===== config.mk =====
export PLATFORM = sky130hd
export DESIGN_NAME = keypad_scanner
export DESIGN_NICKNAME = d
export VERILOG_FILES = /design/src/rtl/keypad_scanner.sv
export SDC_FILE = /design/constraint.sdc
export NUM_CORES = 1
export LEC_CHECK = 0
export CAP_MARGIN = 20
export CORE_MARGIN = 2
export CORE_UTILIZATION = 61
export DETAILED_ROUTE_END_ITERATION = 8
export MAX_ROUTING_LAYER = met4
export PLACE_DENSITY = 0.84
export SETUP_SLACK_MARGIN = 0.15
export SYNTH_ARGS = -nofsm -noshare
export SYNTH_HDL_FRONTEND = slang
export SYNTH_SLANG_ARGS = --single-unit

===== constraint.sdc =====
create_clock -name clock5 -period 7.3 [get_ports clock5]
set_input_delay 1.095 -clock clock5 [delete_from_list [all_inputs] [get_ports clock5]]
set_output_delay 1.095 -clock clock5 [all_outputs]
set_load 0.02 [all_outputs]

===== src/rtl/keypad_scanner.sv =====
// Purpose : scans a 4x4 active-low matrix keypad, debounces whole frames, emits hex key codes.
// Latency : accept/release registered one cycle after the frame-evaluating tick (DEBOUNCE frames).
// Backpr. : none; keyValid is a one-cycle pulse and entry/keyCode hold until the next accept.
//
// Ports:
//   clock5   - 5 MHz system clock (only clock)
//   reset    - synchronous active-high reset
//   row      - keypad row lines, active-low, asynchronous to clock5
//   col      - column drive, active-low, exactly one bit low
//   keyCode  - code (4*rowIdx + colIdx) of the last accepted key
//   keyValid - one-cycle pulse per accepted press
//   keyDown  - high while the accepted key is considered held
//   entry    - last four accepted codes, newest in [3:0]
module keypad_scanner #(
  parameter int SCAN_DIV = 624,
  parameter int DEBOUNCE = 4
) (
  input  logic        clock5,
  input  logic        reset,
  input  logic [3:0]  row,
  output logic [3:0]  col,
  output logic [3:0]  keyCode,
  output logic        keyValid,
  output logic        keyDown,
  output logic [15:0] entry
);

  localparam logic [1:0] IDLE      = 2'd0;
  localparam logic [1:0] PRESS_CHK = 2'd1;
  localparam logic [1:0] HELD      = 2'd2;
  localparam logic [1:0] REL_CHK   = 2'd3;

  localparam logic [9:0] DIV_LAST = 10'(SCAN_DIV);
  localparam logic [3:0] DEB_CNT  = 4'(DEBOUNCE);

  logic [9:0]  prescaler;
  logic        tick;
  logic [1:0]  colIdx;
  logic [3:0]  row_meta;
  logic [3:0]  row_sync;
  logic [15:0] hits;
  logic [15:0] col_hits;
  logic [15:0] frame_bits;
  logic        eval;
  logic        frame_none;
  logic        frame_single;
  logic [3:0]  frame_code;

  logic [1:0]  state, state_nxt;
  logic [3:0]  cnt, cnt_nxt;
  logic [3:0]  cand, cand_nxt;
  logic        accept;

  assign tick = (prescaler == DIV_LAST);
  assign col  = ~(4'b0001 << colIdx);
  assign eval = tick && (colIdx == 2'd3);

  // Spread the four row hits of the current column onto their code positions
  // (bit 4*r + colIdx) so a frame is just the OR of its four column samples.
  assign col_hits = {3'b000, ~row_sync[3], 3'b000, ~row_sync[2],
                     3'b000, ~row_sync[1], 3'b000, ~row_sync[0]} << colIdx;

  assign frame_bits   = hits | col_hits;
  assign frame_none   = (frame_bits == 16'h0000);
  // Clearing the lowest set bit leaves zero only when exactly one bit was set.
  assign frame_single = !frame_none && ((frame_bits & (frame_bits - 16'd1)) == 16'h0000);

  always_comb begin
    frame_code = 4'h0;
    for (int i = 0; i < 16; i++) begin
      if (frame_bits[i]) frame_code = 4'(i);
    end
  end

  always_ff @(posedge clock5) begin
    if (reset) begin
      prescaler <= 10'd0;
      colIdx    <= 2'd0;
      row_meta  <= 4'b1111;
      row_sync  <= 4'b1111;
      hits      <= 16'h0000;
    end else begin
      row_meta <= row;
      row_sync <= row_meta;
      if (tick) begin
        prescaler <= 10'd0;
        colIdx    <= colIdx + 2'd1;
        hits      <= eval ? 16'h0000 : frame_bits;
      end else begin
        prescaler <= prescaler + 10'd1;
      end
    end
  end

  always_comb begin
    state_nxt = state;
    cnt_nxt   = cnt;
    cand_nxt  = cand;
    accept    = 1'b0;
    if (eval) begin
      case (state)
        IDLE: begin
          if (frame_single) begin
            state_nxt = PRESS_CHK;
            cand_nxt  = frame_code;
            cnt_nxt   = 4'd1;
          end
        end
        PRESS_CHK: begin
          if (frame_single && (frame_code == cand)) begin
            if (cnt + 4'd1 == DEB_CNT) begin
              state_nxt = HELD;
              cnt_nxt   = 4'd0;
              accept    = 1'b1;
            end else begin
              cnt_nxt = cnt + 4'd1;
            end
          end else begin
            state_nxt = IDLE;
            cnt_nxt   = 4'd0;
          end
        end
        HELD: begin
          // Further keys while held are ignored: no rollover.
          if (frame_none) begin
            state_nxt = REL_CHK;
            cnt_nxt   = 4'd1;
          end
        end
        default: begin
          if (frame_none) begin
            if (cnt + 4'd1 == DEB_CNT) begin
              state_nxt = IDLE;
              cnt_nxt   = 4'd0;
            end else begin
              cnt_nxt = cnt + 4'd1;
            end
          end else begin
            state_nxt = HELD;
            cnt_nxt   = 4'd0;
          end
        end
      endcase
    end
  end

  always_ff @(posedge clock5) begin
    if (reset) begin
      state    <= IDLE;
      cnt      <= 4'd0;
      cand     <= 4'h0;
      keyValid <= 1'b0;
      keyDown  <= 1'b0;
      keyCode  <= 4'h0;
      entry    <= 16'h0000;
    end else begin
      state    <= state_nxt;
      cnt      <= cnt_nxt;
      cand     <= cand_nxt;
      keyValid <= accept;
      keyDown  <= (state_nxt == HELD) || (state_nxt == REL_CHK);
      if (accept) begin
        keyCode <= cand;
        entry   <= {entry[11:0], cand};
      end
    end
  end

endmodule


==> flow_summary.yaml, run 1 <==
critical_path:
  critPathRequiredTime_ns: 6.20
  arrival_ns: 2.69
  path_buf_inv: 3
  path_max_fanout: 22
  endpoint_kind: "output port"
  critPathTopFamily: "buffers and inverters"
  slowest_delay_ns: 0.81
  start_kind: "flop"
  critPathSlowestCell: "dfxtp_1"
  crit_path_cell_trace: "clkinv_1 > ha_1 > inv_1 > clkdlybuf4s50_1"
  critical_path_class: "flop to output port"
timing:
  hold_violations: 0
  min_period_over_period: 0.518
  worst_pin_slew_ns: 0.763
  grt_setup_unrepaired: "false"
  fmaxAchievable_mhz: 264
  setup_tns_ns: 0
  slew_violations: 0
  timing.final.crit_period_ns: 3.78
  slew_headroom: 0.491
  fin_worst_skew_ns: 0.0139
  setup-violations-final: 0
synth:
  syn_inst: 392
  ys_seq_elements: 64
  async_flop_share: 0
  yosys-top-cells-count: "nor2_1 (73), dfxtp_1 (64), a21oi_1 (30)"
  synth_flop_cell: "dfxtp_1"
  yosysSeqAreaShare: 0.389
  ys_top_cells_by_area: "dfxtp_1 (39%), nor2_1 (8.3%), mux2i_1 (5.8%)"
  yosysMostFrequentCell: "nor2_1"
  syn-num-nets: 406
  synth.largest_area_cell: "dfxtp_1"
  synth_area_per_cell_sq_um: 8.41
  synth_edf_count: 0
  yosysUniqueCellTypes: 65
  yosysTopAreaCellShare: 0.389
  syn_area_sq_um: 3300
  yosys_warnings: 0
floorplan:
  std_cell_rows: 26
  die_height_um: 77.5
  die_area_sq_um: 6010
  start_util: 0.637
  die_x_um: 77.5
  coreArea_sq_um: 5170
  ioPinCount: 32
layout:
  area_growth_pct: 16.4
  nFillCells: 391
  drive_above_1_share: 0.0916
  antenna_cells: 0
  final_core_util: 0.742
  finalNetCount: 424
  final_cell_area_sq_um: 3840
placement:
  io_buffers: 31
  globalplace.congestion: 0.898
  dpl_cell_area_sq_um: 3570
  place_hpwl_um: 5200
clock_tree:
  cts_tree: "done"
  clockBufferDepth: 2
  post_cts_buffers: 0
  clkTransAtPathRegs_ns: 0.07
  post_cts_resized: 0
  htreeDepth: 3
  clk_latency_ns: 0.35
  cts_sinks: 64
  postCtsHoldBufs: 0
  clock-root-buffer: "clkbuf_8"
  cts_made_buffers: 9
grt:
  grt_pass1_vias: 2714
  grt_max_degree: 41
  track_usage: 0.274
  antenna_found_initial: 0
  grt_overflow: 0
  grt_pass1_wl_um: 12700
detailed_routing:
  ant_nets: 0
  routedWlPerCell_um: 15.9
  dr.pass1.iters: 5
  avgViaCountPerCell: 5.97
  route.detailed.drc: 0
  route.vias.total: 2894
  totalWireLength_um: 7710
  drtIter0Drc: 207
status:
  status: "complete, no violations"
pwr:
  powerDensity_nw_per_um2: 203
  totalPowerFinal_w: 0.000778
  p_leak_nw: 1.42
  irDropWorstVdd_uv: 141
worst_hold_path:
  hold_class: "flop to flop"
flow_run:
  cap_violations: 0
where the power goes:
group          internal [W]  switching [W]  leakage, nW
clock              0.000255       0.000137        0.133
sequential         0.000352     0.00000448        0.518
combinational     0.0000116      0.0000175        0.765
cell type report:
| cell class | instances | area (sq um) | share of cell area |
|---|---|---|---|
| Clock buffer | 12 | 165 | 0.0431 |
| Clock inverter | 4 | 98.8 | 0.0258 |
| Inverter | 17 | 63.8 | 0.0166 |
| Multi-Input combinational cell | 285 | 1810 | 0.473 |
| Sequential cell | 64 | 1280 | 0.334 |
| Tap cell | 70 | 87.6 | 0.0228 |
| Timing Repair Buffer | 33 | 325 | 0.0848 |
placed cells by master (no fill, tap or decap), types with 2 or more instances in the layout:
cell / Yosys / final
nor2_1: 73 / 73
nor2b_1: 9 / 9
a21oi_1: 30 / 30
a311oi_1: 5 / 5
and2_1: 4 / 4
xor2_1: 6 / 6
o211a_1: 2 / 2
o22a_1: 3 / 3
a2111oi_0: 2 / 2
clkbuf_8: 0 / 12
a22oi_1: 2 / 2
inv_1: 16 / 16
nor4_1: 3 / 3
or2_2: 10 / 10
a31oi_1: 5 / 5
mux2i_1: 19 / 19
buf_4: 7 / 2
xnor2_1: 6 / 6
nor3_1: 8 / 8
o22ai_1: 2 / 2
bufinv_16: 0 / 3
a221oi_1: 3 / 3
ha_1: 8 / 8
dfxtp_1: 64 / 64
nand2b_1: 6 / 6
o21ai_0: 9 / 9
nand2_1: 15 / 15
o211ai_1: 3 / 3
clkdlybuf4s50_1: 0 / 31
o31ai_1: 2 / 2
a21o_1: 2 / 2
nor4_4: 2 / 3
and3_1: 2 / 2
a211oi_1: 2 / 2
nand3_1: 15 / 15
sequential cells by signal, indices dropped and copies added, names as in the netlist, 2 cells and up:
| signal | cells |
|---|---|
| cnt | 4 |
| cand | 4 |
| state | 2 |
| row_meta | 4 |
| prescaler | 10 |
| colIdx | 2 |
| row_sync | 4 |
| keyCode | 3 |
| entry | 13 |
| hits | 16 |
kinds of logic (layout without fill, tap and decap cells):
family / after synthesis / count (layout) / share of synthesized area
AOI/OAI and AO/OA: 85 / 85 / 0.176
xor gates and xnor gates: 12 / 12 / 0.0319
adders and majority gates: 8 / 8 / 0.0304
buffers and inverters: 43 / 66 / 0.0638
DFF: 64 / 64 / 0.389
muxes: 20 / 20 / 0.0611
and+or+nand+nor: 160 / 160 / 0.248
stage by stage:
stage	std cells	setup WS [ns]	hold WS, ns
global placement	469	3.98	0.394
floorplan	392	4.65	0.389
CTS	485	3.53	0.414
global route	485	3.37	0.423
detailed placement	469	3.89	0.397
finish	485	3.52	0.411
per-layer routing:
layer  part of all wire  global-route usage  up-vias
li1                   -                   -     1411
met1               0.43               0.323     1368
met2               0.50               0.443       97
met3              0.055              0.0837       18
met4              0.022               0.100        0
met5                  0                   -        -
worst paths after layout:
| check | end | slack (ns) | cells after the start | start |
|---|---|---|---|---|
| worst max register to register | entry[6] | 3.74 | 9 | colIdx[1] |
| worst max-delay path | col[0] | 3.52 | 4 | colIdx[0] |
| worst min-delay path | row_sync[3] | 0.41 | 1 | row_meta[3] |
| worst min register to register | row_sync[3] | 0.41 | 1 | row_meta[3] |
No activity file was read; power rests on OpenSTA's default activity.
==> inputs of run 2 (changes only) <==
- CORE_UTILIZATION: 61 -> 57
- PLACE_DENSITY: 0.84 -> 0.8
- clock period: 7.3 -> 3.63 ns (I/O delays scaled with it)
==> flow_summary.yaml, run 2 (synthesized netlist as in run 1, its figures left out) <==
timing:
  fmaxAchievable_mhz: 316
  setup-violations-final: 0
  min_period_over_period: 0.871
  worst_pin_slew_ns: 0.809
  worst_slack_ns: 0.467
  setup_tns_ns: 0
  slew_violations: 0
  timing.final.crit_period_ns: 3.16
  grt_setup_unrepaired: "false"
  slew_headroom: 0.447
  fin_worst_skew_ns: 0.0104
  hold_violations: 0
clock_tree:
  cts_tree: "done"
  clock-root-buffer: "clkbuf_8"
  postCtsHoldBufs: 0
  clockBufferDepth: 2
  post_cts_buffers: 0
  post_cts_resized: 0
  clkTransAtPathRegs_ns: 0.07
  cts_sinks: 64
  clk_latency_ns: 0.35
  cts_made_buffers: 9
  htreeDepth: 3
grt:
  track_usage: 0.250
  grt_pass1_vias: 2641
  grt_pass1_wl_um: 12200
  grt_overflow: 0
  grt_max_degree: 23
  antenna_found_initial: 0
critical_path:
  path_buf_inv: 1
  cpMostUsedCell: "nor2_1"
  critical_path_class: "flop to flop"
  critPathSlowestCell: "a2111oi_0"
  endpoint_kind: "flop"
  arrival_ns: 3.40
  start_kind: "flop"
  crit_path_cell_trace: "nor2_1 > a2111oi_0 > o31ai_1 > a31oi_1 > o211ai_1 > nor4_4 > buf_4 > mux2i_1 > nor2_1"
  critPathRequiredTime_ns: 3.87
  critPathTopFamily: "compound AO/OA/AOI/OAI gates"
  slowest_delay_ns: 0.75
  path_max_fanout: 17
placement:
  io_buffers: 31
  globalplace.congestion: 0.930
  place_hpwl_um: 5150
  pre_cts_slack_ns: 0.578
pwr:
  p_leak_nw: 1.39
  comb_power_share: 0.042
  p_int_w: 0.00100
  totalPowerFinal_w: 0.00133
  seq_power_share: 0.541
  powerDensity_nw_per_um2: 351
  p_sw_frac: 0.247
  clkPwrFrac: 0.417
  p_switching_w: 0.000327
  irDropWorstVdd_uv: 278
floorplan:
  die_area_sq_um: 6410
  die_height_um: 80.1
  start_util: 0.595
  die_x_um: 80.1
  std_cell_rows: 27
  coreArea_sq_um: 5540
  ioPinCount: 32
layout:
  top_register: "hits"
  nFillCells: 471
  mostFrequentLayoutCells: "nor2_1 (73), dfxtp_1 (64), clkdlybuf4s50_1 (31)"
  layout_commonest_cell: "nor2_1"
  largest_register_ff_count: 16
  area_growth_pct: 14.6
  top_regs: "hits (16), entry (13), prescaler (10)"
  finalNetCount: 427
  drive_above_1_share: 0.0981
  antenna_cells: 0
detailed_routing:
  ant_nets: 0
  route.vias.total: 2867
  dr.pass1.iters: 5
  routedWlPerCell_um: 14.8
  totalWireLength_um: 7270
  drtIter0Drc: 288
  route.detailed.drc: 0
  avgViaCountPerCell: 5.85
flow_run:
  cap_violations: 0
status:
  status: "complete, no violations"
worst_hold_path:
  hold_class: "flop to flop"
run 2: cell count changes in the layout (fill, tap and decap cells not counted), sizes merged:
cell,before,now
buf,2,5
bufinv,3,0
clkinv,2,5
clkbuf,12,10
clkinvlp,0,1
inv,16,17
run 2: worst paths after layout:
| path | start | end | slack (ns) | depth (start not counted) |
|---|---|---|---|---|
| worst max-delay path | row_sync[1] | entry[10] | 0.47 | 9 |
| worst min-delay path | row_meta[2] | row_sync[2] | 0.41 | 1 |
| worst max register to register | row_sync[1] | entry[10] | 0.47 | 9 |
| worst min register to register | row_meta[2] | row_sync[2] | 0.41 | 1 |
run 2: area by class of cell:
type / instances / area (sq um) / share of cell area
Clock inverter: 6 / 43.8 / 0.0116
Timing Repair Buffer: 36 / 348 / 0.0921
Clock buffer: 10 / 138 / 0.0364
Sequential cell: 64 / 1280 / 0.339
Multi-Input combinational cell: 285 / 1810 / 0.480
Tap cell: 72 / 90.1 / 0.0238
Inverter: 17 / 63.8 / 0.0169
run 2: per-layer routing:
metal / track usage / part of all wire
met5: - / 0
met2: 0.391 / 0.49
met1: 0.311 / 0.44
met4: 0.0780 / 0.012
met3: 0.0764 / 0.057
run 2: power by group through the flow:
stage,registers [W],logic [W],clock network [W]
after floorplan,0.000729,0.0000437,0
after global placement,0.000733,0.0000544,0
after detailed placement,0.000733,0.0000558,0
after CTS,0.000717,0.0000561,0.000566
after global routing,0.000718,0.0000639,0.000597
final,0.000717,0.0000560,0.000554
run 2: metrics by stage:
stage / hold slack [ns] / util / std cells / area, sq um
after floorplan: 0.389 / - / 392 / 3300
after CTS: 0.409 / 0.682 / 490 / 3780
after detailed placement: 0.393 / 0.649 / 474 / 3600
after global routing: 0.426 / 0.682 / 490 / 3780
final: 0.409 / 0.682 / 490 / 3780
after global placement: 0.394 / 0.649 / 474 / 3600
